--- src/rtl/hpm_counter_bank_pkg.sv ---
// Shared constants and types for the performance-counter bank: CSR address map,
// event-selector width and the per-counter event configuration record.
package hpm_pkg;

    localparam logic [11:0] CSR_MCYCLE        = 12'hB00;
    localparam logic [11:0] CSR_MCYCLEH       = 12'hB80;
    localparam logic [11:0] CSR_MINSTRET      = 12'hB02;
    localparam logic [11:0] CSR_MINSTRETH     = 12'hB82;
    localparam logic [11:0] CSR_MHPMCNT_BASE  = 12'hB03;
    localparam logic [11:0] CSR_MHPMCNTH_BASE = 12'hB83;
    localparam logic [11:0] CSR_MHPMEVT_BASE  = 12'h323;
    localparam logic [11:0] CSR_MCOUNTINHIBIT = 12'h320;

    localparam int SEL_W = 8;

    typedef struct packed {
        logic             of;
        logic [SEL_W-1:0] sel;
    } hpm_evt_cfg_t;

    // Low-half CSR address of counter slot idx (0 = mcycle, 1 = minstret, 2+ = mhpmcounter3+)
    function automatic logic [11:0] cnt_lo_addr(input int unsigned idx);
        if (idx == 0) begin
            return CSR_MCYCLE;
        end else begin
            return CSR_MCYCLE + 12'(idx + 1);
        end
    endfunction

endpackage

--- src/rtl/hpm_counter_bank_if.sv ---
// Machine-mode CSR access port of the performance-counter bank.
interface hpm_counter_bank_if;
    logic        we;
    logic        re;
    logic [11:0] addr;
    logic [31:0] wdata;
    logic [31:0] rdata;
    logic        rvalid;
    logic        hit;

    modport master (output we, re, addr, wdata, input rdata, rvalid, hit);
    modport slave  (input we, re, addr, wdata, output rdata, rvalid, hit);
endinterface

--- src/rtl/hpm_counter_bank_counter.sv ---
// One W-bit counter with split 32-bit low/high writes, increment enable and
// wrap detection; a CSR write in the same cycle takes precedence over the increment.
module hpm_counter
    import hpm_pkg::*;
#(
    parameter int W = 64
) (
    input  logic         clk,
    input  logic         rst_n,
    input  logic         inc_en,
    input  logic         wr_lo,
    input  logic         wr_hi,
    input  logic [31:0]  wdata,
    output logic [W-1:0] cnt,
    output logic         wrap
);

    logic [W-1:0] cnt_r;
    logic [W-1:0] cnt_nxt_s;

    // Next value: each written half is replaced, otherwise count up modulo 2^W
    always_comb begin
        cnt_nxt_s = cnt_r;
        if (wr_lo || wr_hi) begin
            if (wr_lo) begin
                cnt_nxt_s[31:0] = wdata;
            end else begin
                cnt_nxt_s[31:0] = cnt_r[31:0];
            end
            if (wr_hi) begin
                cnt_nxt_s[W-1:32] = wdata[W-33:0];
            end else begin
                cnt_nxt_s[W-1:32] = cnt_r[W-1:32];
            end
        end else if (inc_en) begin
            cnt_nxt_s = cnt_r + {{(W-1){1'b0}}, 1'b1};
        end else begin
            cnt_nxt_s = cnt_r;
        end
    end

    // Counter state
    always_ff @(posedge clk or negedge rst_n) begin
        if (!rst_n) begin
            cnt_r <= '0;
        end else begin
            cnt_r <= cnt_nxt_s;
        end
    end

    assign cnt  = cnt_r;
    assign wrap = inc_en & ~(wr_lo | wr_hi) & (&cnt_r);

endmodule

--- src/rtl/hpm_counter_bank.sv ---
// Bank of mcycle, minstret and NUM_HPM programmable counters behind a registered CSR port.
// Define HPM_OVF_IRQ_EN to add sticky per-counter overflow flags and the irq_ovf request.
module hpm_counter_bank
    import hpm_pkg::*;
#(
    parameter int NUM_HPM    = 4,
    parameter int CNT_WIDTH  = 64,
    parameter int NUM_EVENTS = 16
) (
    input  logic                  clk,
    input  logic                  rst_n,
    input  logic                  incr_instr,
    input  logic [NUM_EVENTS-1:0] event_vec,
    hpm_counter_bank_if.slave     csr,
    output logic                  irq_ovf
);

    localparam int          NC       = NUM_HPM + 2;
    localparam logic [31:0] INH_MASK = (((32'd1 << NUM_HPM) - 32'd1) << 2) | 32'd1;

    logic [CNT_WIDTH-1:0]       cnt_s     [NC];
    logic [63:0]                cnt_ext_s [NC];
    logic [NC-1:0]              inc_en_s;
    logic [NC-1:0]              wr_lo_s;
    logic [NC-1:0]              wr_hi_s;
    logic [NC-1:0]              wrap_s;
    logic [NUM_HPM-1:0]         evt_wr_s;
    logic [NUM_HPM-1:0]         of_nxt_s;
    logic                       inh_wr_s;
    logic                       hit_s;
    logic [31:0]                rd_mux_s;
    logic [255:0]               ev_pad_s;
    hpm_evt_cfg_t [NUM_HPM-1:0] evt_cfg_r;
    hpm_evt_cfg_t [NUM_HPM-1:0] evt_cfg_nxt_s;
    logic [31:0]                inhibit_r;
    logic [31:0]                rdata_r;
    logic                       rvalid_r;
    logic                       irq_r;
    logic                       wrap_unused_s;

    for (genvar g = 0; g < NC; g++) begin : g_cnt
        hpm_counter #(.W(CNT_WIDTH)) u_cnt (
            .clk    (clk),
            .rst_n  (rst_n),
            .inc_en (inc_en_s[g]),
            .wr_lo  (wr_lo_s[g]),
            .wr_hi  (wr_hi_s[g]),
            .wdata  (csr.wdata),
            .cnt    (cnt_s[g]),
            .wrap   (wrap_s[g])
        );
        assign cnt_ext_s[g] = 64'(cnt_s[g]);
    end

    // Increment enables, evaluated with the inhibit/selector values held this cycle
    always_comb begin
        ev_pad_s                   = '0;
        ev_pad_s[NUM_EVENTS-1:0]   = event_vec;
        inc_en_s                   = '0;
        inc_en_s[0]                = ~inhibit_r[0];
        inc_en_s[1]                = incr_instr;
        for (int i = 0; i < NUM_HPM; i++) begin
            if ((evt_cfg_r[i].sel != 8'd0) && (32'(evt_cfg_r[i].sel) <= 32'(NUM_EVENTS))) begin
                inc_en_s[i+2] = ~inhibit_r[i+2] & ev_pad_s[evt_cfg_r[i].sel - 8'd1];
            end else begin
                inc_en_s[i+2] = 1'b0;
            end
        end
    end

    // Address decode: AND-OR read mux and per-register write strobes
    always_comb begin
        hit_s    = 1'b0;
        rd_mux_s = 32'd0;
        wr_lo_s  = '0;
        wr_hi_s  = '0;
        evt_wr_s = '0;
        for (int c = 0; c < NC; c++) begin
            wr_lo_s[c] = csr.we & (csr.addr == cnt_lo_addr(c));
            wr_hi_s[c] = csr.we & (csr.addr == (cnt_lo_addr(c) + 12'h080));
            hit_s      = hit_s | (csr.addr == cnt_lo_addr(c)) | (csr.addr == (cnt_lo_addr(c) + 12'h080));
            rd_mux_s   = rd_mux_s
                       | ({32{csr.addr == cnt_lo_addr(c)}} & cnt_ext_s[c][31:0])
                       | ({32{csr.addr == (cnt_lo_addr(c) + 12'h080)}} & cnt_ext_s[c][63:32]);
        end
        for (int i = 0; i < NUM_HPM; i++) begin
            evt_wr_s[i] = csr.we & (csr.addr == (CSR_MHPMEVT_BASE + 12'(i)));
            hit_s       = hit_s | (csr.addr == (CSR_MHPMEVT_BASE + 12'(i)));
            rd_mux_s    = rd_mux_s | ({32{csr.addr == (CSR_MHPMEVT_BASE + 12'(i))}}
                        & {evt_cfg_r[i].of, 23'd0, evt_cfg_r[i].sel});
        end
        inh_wr_s = csr.we & (csr.addr == CSR_MCOUNTINHIBIT);
        hit_s    = hit_s | (csr.addr == CSR_MCOUNTINHIBIT);
        rd_mux_s = rd_mux_s | ({32{csr.addr == CSR_MCOUNTINHIBIT}} & inhibit_r);
    end

    // Selector/OF next state; a CSR write overrides an overflow in the same cycle
    always_comb begin
        evt_cfg_nxt_s = evt_cfg_r;
        of_nxt_s      = '0;
        for (int i = 0; i < NUM_HPM; i++) begin
            if (evt_wr_s[i]) begin
                evt_cfg_nxt_s[i].sel = csr.wdata[SEL_W-1:0];
`ifdef HPM_OVF_IRQ_EN
                evt_cfg_nxt_s[i].of  = csr.wdata[31];
            end else if (wrap_s[i+2]) begin
                evt_cfg_nxt_s[i].of  = 1'b1;
`endif
            end else begin
                evt_cfg_nxt_s[i] = evt_cfg_r[i];
            end
            of_nxt_s[i] = evt_cfg_nxt_s[i].of;
        end
    end

`ifdef HPM_OVF_IRQ_EN
    assign wrap_unused_s = ^wrap_s[1:0];
`else
    assign wrap_unused_s = ^wrap_s;
`endif

    // Configuration, read-port and interrupt registers
    always_ff @(posedge clk or negedge rst_n) begin
        if (!rst_n) begin
            evt_cfg_r <= '0;
            inhibit_r <= 32'd0;
            rdata_r   <= 32'd0;
            rvalid_r  <= 1'b0;
            irq_r     <= 1'b0;
        end else begin
            evt_cfg_r <= evt_cfg_nxt_s;
            if (inh_wr_s) begin
                inhibit_r <= csr.wdata & INH_MASK;
            end
            rvalid_r <= csr.re;
            if (csr.re) begin
                rdata_r <= rd_mux_s;
            end
            irq_r <= |of_nxt_s;
        end
    end

    assign csr.rdata  = rdata_r;
    assign csr.rvalid = rvalid_r;
    assign csr.hit    = hit_s;
    assign irq_ovf    = irq_r;

endmodule
--- src/flat_wrapper.sv ---
// flat-port wrapper written by rule: the top's interface ports become plain ports
module hpm_counter_bank_flat import hpm_pkg::*;
#(
    parameter int NUM_HPM    = 4,
    parameter int CNT_WIDTH  = 64,
    parameter int NUM_EVENTS = 16
)
  (clk, rst_n, incr_instr, event_vec, irq_ovf, csr_we, csr_re, csr_addr, csr_wdata, csr_rdata, csr_rvalid, csr_hit);
  hpm_counter_bank_if csr_i ();
  input  logic clk;
  input  logic rst_n;
  input  logic incr_instr;
  input  logic [NUM_EVENTS-1:0] event_vec;
  output logic irq_ovf;
  input wire logic [$bits(csr_i.we)-1:0] csr_we;
  input wire logic [$bits(csr_i.re)-1:0] csr_re;
  input wire logic [$bits(csr_i.addr)-1:0] csr_addr;
  input wire logic [$bits(csr_i.wdata)-1:0] csr_wdata;
  output wire logic [$bits(csr_i.rdata)-1:0] csr_rdata;
  output wire logic [$bits(csr_i.rvalid)-1:0] csr_rvalid;
  output wire logic [$bits(csr_i.hit)-1:0] csr_hit;
  assign csr_i.we = csr_we;
  assign csr_i.re = csr_re;
  assign csr_i.addr = csr_addr;
  assign csr_i.wdata = csr_wdata;
  assign csr_rdata = csr_i.rdata;
  assign csr_rvalid = csr_i.rvalid;
  assign csr_hit = csr_i.hit;
  hpm_counter_bank #(.NUM_HPM(NUM_HPM), .CNT_WIDTH(CNT_WIDTH), .NUM_EVENTS(NUM_EVENTS)) u_core (.clk(clk), .rst_n(rst_n), .incr_instr(incr_instr), .event_vec(event_vec), .csr(csr_i), .irq_ovf(irq_ovf));
endmodule
--- config.mk ---
export PLATFORM = sky130hd
export DESIGN_NAME = hpm_counter_bank_flat
export DESIGN_NICKNAME = d
export VERILOG_FILES = /design/src/rtl/hpm_counter_bank_pkg.sv /design/src/rtl/hpm_counter_bank_if.sv /design/src/rtl/hpm_counter_bank_counter.sv /design/src/rtl/hpm_counter_bank.sv /design/src/flat_wrapper.sv
export SDC_FILE = /design/constraint.sdc
export NUM_CORES = 2
export LEC_CHECK = 0
export CAP_MARGIN = 20
export CELL_PAD_IN_SITES_DETAIL_PLACEMENT = 1
export CELL_PAD_IN_SITES_GLOBAL_PLACEMENT = 1
export CORE_AREA = 2 2 334 336
export DETAILED_ROUTE_END_ITERATION = 8
export DIE_AREA = 0 0 336 338
export PLACE_DENSITY = 0.6
export SLEW_MARGIN = 20
export SYNTH_ARGS = -nofsm -noshare
export SYNTH_HDL_FRONTEND = slang
export SYNTH_SLANG_ARGS = --single-unit
--- constraint.sdc ---
create_clock -name clk -period 4.75 [get_ports clk]
set_input_delay 0.475 -clock clk [delete_from_list [all_inputs] [get_ports clk]]
set_output_delay 0.475 -clock clk [all_outputs]
set_load 0.005 [all_outputs]
# Yosys cells after proc, flatten, opt, wreduce, memory -nomap -nowiden
# Cells that the tools add are included.
[word_totals]
elab_cells = 208
register_bits = 454
output_inout_bits = 35
input_bits = 65
[classes]
eq_ne = 30
order_cmp = 8
n_mux = 36
reduce_logical = 31
n_addsub = 10
bitwise_logic = 74
[ops]
columns = ["cell", "count"]
rows = [
  ["$mux W64", 12],
  ["$or A32 B32 Y32", 16],
  ["$add A64 B1 Y64 const B", 6],
  ["$and A32 B32 Y32", 12],
  ["$mux W32", 12],
  ["$eq A12 B12 Y1 const B", 12],
  ["$and A32 B8 Y32", 4],
  ["$eq A12 B10 Y1 const B", 5],
  ["$lt A8 B9 Y1 const B", 4],
  ["$and A32 B6 Y32", 1],
  ["$bmux W1 S8", 4],
  ["$le A8 B5 Y1 const B", 4],
  ["$reduce_bool A8 Y1", 4],
  ["$sub A8 B1 Y8 const B", 4],
  ["$ne A2 B2 Y1 const B", 13],
  ["$reduce_and A2 Y1", 12],
  ["$and A1 B1 Y1", 21],
  ["$or A1 B1 Y1", 16],
  ["$reduce_bool A2 Y1", 5],
  ["$mux W1", 8],
  ["$logic_or A1 B1 Y1", 6],
  ["$logic_and A1 B1 Y1", 4],
  ["$not A1 Y1", 4],
]

# Longest topological paths before layout
[depth]
ltp_word = 18
ltp_mapped = 14
depth_no_buf = 9

# By module
# A second synthesis with hierarchy kept.
[hier_totals]
cells_unflattened = 4030
hier_area_um2 = 33119.3
[modules_own_cells]
columns = ["mod", "area_per_inst_um2", "instances", "cells_each", "seq_area_each_um2"]
rows = [
  ["hpm_counter at u_core.g_cnt[0].u_cnt ...", 4286.6, 5, 536, 1601.5],
  ["hpm_counter_bank", 7473.4, 1, 831, 1751.7],
  ["hpm_counter at u_core.g_cnt[3].u_cnt", 4212.8, 1, 519, 1601.5],
]

# Worst setup path before layout
# OpenSTA, ideal clock, no wires.
[synth_timing]
path_kind = "register -> register"
startpoint = "reg u_core.evt_cfg_r[9] (netlist bit)"
endpoint = "reg u_core.g_cnt[3].u_cnt.cnt_r[4]"
path_slack_ps = 1452
setup_ps = 121
synth_period_minus_slack_ps = 3298
path_buffers = 5
path_stages_with_launch = 15
t_required_ps = 4629
t_arrival_ps = 3177
path_cell_list = "dfrtp_1 > clkbuf_1 > inv_1 > ha_1 > buf_2 > mux4_2 > and2_1 > o311a_1 > a311oi_1 > a2111o_1 > buf_2 > buf_4 > buf_4 > a21oi_1 > o22a_1"
[synth_between]
elab_chain_cells = 7
word_cells_on_any_way = 10
cone_classes = "add/sub: 1; order compare: 1; mux: 3; bitwise: 1; reduce/logical: 4"
[synth_lines]
columns = ["item", "line", "source"]
rows = [
  ["start, declared", "hpm_counter_bank.sv:33", "hpm_evt_cfg_t [NUM_HPM-1:0] evt_cfg_r;"],
  ["start signal, assigned", "hpm_counter_bank.sv:131", "evt_cfg_r <= evt_cfg_nxt_s;"],
  ["$sub A8 B1 Y8", "hpm_counter_bank.sv:64", "inc_en_s[i+2] = ~inhibit_r[i+2] & ev_pad_s[evt_cfg_r[i].sel - 8'd1];"],
  ["$bmux W1 S8", "hpm_counter_bank.sv:64", ""],
  ["$mux W1 (not written as such)", "hpm_counter_bank.sv:64", ""],
  ["$and A1 B1 Y1", "hpm_counter_bank.sv:64", ""],
  ["$mux W1 (*)", "hpm_counter_bank.sv:63", "if ((evt_cfg_r[i].sel != 8'd0) && (32'(evt_cfg_r[i].sel) <= 32'(NUM_EVENTS))) begin"],
  ["$reduce_bool A2 Y1 (no source line) (*)", "n/a", ""],
  ["$reduce_and A2 Y1 (no source line) (*)", "n/a", ""],
  ["end signal, assigned", "hpm_counter_bank_counter.sv:47", "cnt_r <= cnt_nxt_s;"],
  ["end, declared", "hpm_counter_bank_counter.sv:18", "logic [W-1:0] cnt_r;"],
]
# Mark *: on every way between the ends. The rest lies on a longest branch, timed or not. The select of a mux whose other input is x is not followed.
# A chain may end at the register's enable or synchronous reset.

# Worst setup path after layout
[layout_timing]
startpoint = "reg u_core.evt_cfg_r[9] (netlist bit)"
endpoint = "reg u_core.g_cnt[3].u_cnt.cnt_r[38]"
# The elaborated chain is that of the path after synthesis.

==> flow_summary_export.csv <==
group,metric,value,unit
yosys,syn-instance-count,3808,
clocking,ctsHtreeMaxLevel,2,
drt,drc,4,
drt,wl_per_cell,33.99,um
pwr,ir_drop,0.0002610,V
worst_setup_path,crit_slowest_cell,"dfrtp_1",
drt,ant_nets,0,
clocking,cts_setup_buffers,0,
global_route,grt_pass1_vias,32600,
placement,post_dp_cell_area,33060,sq um
clocking,cts.clk_slew.worst_paths,0.06,ns
yosys,synthFlopType,"dfrtp_1",
worst_setup_path,crit_path_end_kind,"flop",
timing,worst_slew_pin_slew,1.203,ns
worst_setup_path,arrival,4.72,ns
yosys,post-synth-top-area-fraction,0.3725,
clocking,cts_tree,"done",
yosys,synth-edff-count,0,
yosys,syn_nets,3883,
drt,first_iter_violations,4696,
cells_and_area,final_nets,3816,
timing,fin_setup_tns,0,ns
timing,fin_crit_sh,0.8625,
cells_and_area,synthToLayoutAreaGrowth,15.20,%
cells_and_area,layout_common_cells,"a21oi_1, dfrtp_1, nand2_1",
placement,dp_cells,5166,
die,coreArea,110100,sq um
yosys,netlist_area,30500,sq um
cells_and_area,final-instance-count-excl-fill,5284,
yosys,synth_area_leaders,"dfrtp_1, a21oi_1, nand2_1",
pwr,intPower,7.206,mW
yosys,synth_warnings,0,
global_route,grt_pass1_wl,254300,um
pwr,power_frac_seq,0.438,
yosys,synth.distinct_cells,88,
cells_and_area,final_common_cell,"a21oi_1",
yosys,synth-seq-area-share,0.3725,
drt,dr_total_vias,34700,
die,start_util,0.2771,
worst_setup_path,worst-path-buf-inv,3,
die,rows,122,
placement,gp_congestion,1.035,
global_route,antenna_found_initial,18,
pwr,cellPowerDensity,296.0,nW/um^2
cells_and_area,drive_above_1_share,0.09725,
min_path,hold_path_class,"in -> reg",
drt,avgViaCountPerCell,6.567,
die,die_y,338,um
drt,first_pass_iters,9,
pwr,power_frac_comb,0.094,
placement,io_buffer_count,98,
worst_setup_path,critPathTopFamily,"compound AO/OA/AOI/OAI gates",
timing,finalMaxSlewViolations,0,
timing,finalHoldViolCount,0,
clocking,numCtsBuffers,60,
timing,fin_skew,0.01650,ns
timing,setup_viol,0,
worst_setup_path,cp-start-kind,"flop",
worst_setup_path,path_cells,"inv_1 > ha_1 > mux4_2 > and2_1 > o311a_1 > a311oi_1 > a2111o_2 > buf_4 > and2_1 > buf_4 > o22a_1",
worst_setup_path,slowest_delay,0.59,ns
drt,routed_wl,179600,um
clocking,cts.sinks,454,
yosys,ys_async_sr_fraction,1.000,
timing,period_needed,4.097,ns
pwr,swShare,0.3072,
worst_setup_path,worst_ep_required_time,5.37,ns
pwr,p_leak,13.42,nW
timing,fmax,0.2441,GHz
timing,rsz0062_at_grt,"false",
cells_and_area,fin_area,35140,sq um
pwr,total_power,10.40,mW
yosys,synth_area_per_cell,8.009,sq um
worst_setup_path,rrSetupSlack,0.65,ns
worst_setup_path,crit_fanout,22,
global_route,grt_usage,0.3098,
worst_setup_path,path_class,"reg -> reg",
yosys,synth_area_leader_cell,"dfrtp_1",
die,ios,100,
global_route,grt-ovfl-total,0,
clocking,cts.path.max_buffers,3,
timing,slew_headroom,0.1981,
pwr,switchingPower,3.195,mW
run,cap_violations,0,
pwr,pwr-share-clk,0.468,
run_status,status,"complete, but fails checks",
die,die_x,336,um
global_route,grt_max_degree,162,
die,die_area,113600,sq um
placement,place_hpwl,129700,um
yosys,ys_ff_latch,454,
clocking,ctsRootBufferMaster,"clkbuf_16",
run_status,violations,"DRC",
clocking,insertion_delay,0.69,ns
==> metal layers <==
metal,up-vias,part of all wire,track usage
met5,-,0.00023,0
met4,6,0.056,0.1488
met1,17810,0.42,0.4308
li1,14520,-,-
met2,1933,0.42,0.4526
met3,424,0.11,0.06859
==> registers in the layout (all words and copies together), names as in the netlist <==
signal and count:
u_core.evt_cfg_r 32, u_core.inhibit_r 5, u_core.csr.rvalid 1, u_core.csr.rdata 32
u_core.g_cnt.u_cnt.cnt 384
==> area by class of cell <==
cell class / instances / area, sq um
diodes: 12 / 30.03
fillers: 13030 / 74920
well taps: 1488 / 1862
multi-input cells: 2960 / 17780
flip-flops and latches: 454 / 11360
clock buffers: 86 / 1790
repair buffers: 209 / 1872
clock inverters: 19 / 227.7
inverters: 56 / 210.2
==> power groups by stage <==
stage          registers (mW)  clock network, mW  logic (mW)
3_5_place_dp             4.58                  0       0.966
6_report                 4.55               4.87       0.979
4_1_cts                  4.51               4.91       0.970
5_1_grt                  4.54               5.03        1.06
3_3_place_gp             4.58                  0       0.951
2_1_floorplan            4.27                  0       0.492
==> stage by stage <==
stage	utilization	hold slack, ns	setup slack, ns
6_report	0.3193	0.3184	0.6531
5_1_grt	0.3190	0.3045	0.3981
4_1_cts	0.3188	0.2768	0.6467
3_5_place_dp	0.3004	0.5264	0.5540
3_3_place_gp	0.3004	0.5081	0.4804
2_1_floorplan	-	0.1794	1.452
==> what timing repair did <==
action,4_1_cts,5_1_grt
hold endpoints to repair,78,0
gates resized for setup,0,0
hold buffers,1,0
==> cell families (layout without fill, tap and decap cells) <==
| group | count (synthesis) | count (layout) | synth area share |
|---|---|---|---|
| buffers and inverters | 394 | 370 | 0.05103 |
| xor gates and xnor gates | 2 | 2 | 0.0005744 |
| muxes | 75 | 75 | 0.03417 |
| and+or+nand+nor | 1260 | 1260 | 0.2054 |
| adders and majority gates | 10 | 10 | 0.004102 |
| other | 1 | 13 | 0.0001230 |
| AOI/OAI and AO/OA | 1612 | 1612 | 0.3320 |
| DFF | 454 | 454 | 0.3725 |
==> worst reg2reg max path: cells and delay by family, from the launching register on <==
kind,cells,cell delay (ns)
fa+ha+maj,1,0.56
buf+inv,3,0.66
flops,1,0.59
compound gates,4,1.28
simple gates,2,0.38
mux,1,0.57
==> cells in the mapped netlist (21+ instances only) <==
library cell,number
buf_1,22
nand4_1,94
nor4_1,25
o31ai_1,21
o21ai_0,261
a22o_1,23
nand3_1,192
mux2_2,43
and3_1,81
o22ai_1,147
a2bb2oi_1,32
inv_1,56
o22a_1,71
nand2_1,386
nor2_1,256
a31oi_1,80
a41oi_1,33
nor3_1,49
buf_2,41
clkbuf_1,268
and2_1,29
a22oi_1,82
o32ai_1,35
dfrtp_1,454
a222oi_1,44
a221oi_1,39
a21oi_1,622
and4_1,44
==> final timing paths <==
check / to / cells past startpoint / from
setup / recovery: u_core.g_cnt[3].u_cnt.cnt[38] / 11 / u_core.evt_cfg_r[9]
hold / removal: u_core.csr.rvalid / 2 / csr_re
hold reg to reg: u_core.evt_cfg_r[14] / 1 / u_core.evt_cfg_r[14]
setup reg to reg: u_core.g_cnt[3].u_cnt.cnt[38] / 11 / u_core.evt_cfg_r[9]
max in group asynchronous: u_core.g_cnt[4].u_cnt.cnt[12] / 3 / rst_n
min in group asynchronous: u_core.g_cnt[5].u_cnt.cnt[18] / 2 / rst_n
(Power assumes the default switching activity.)
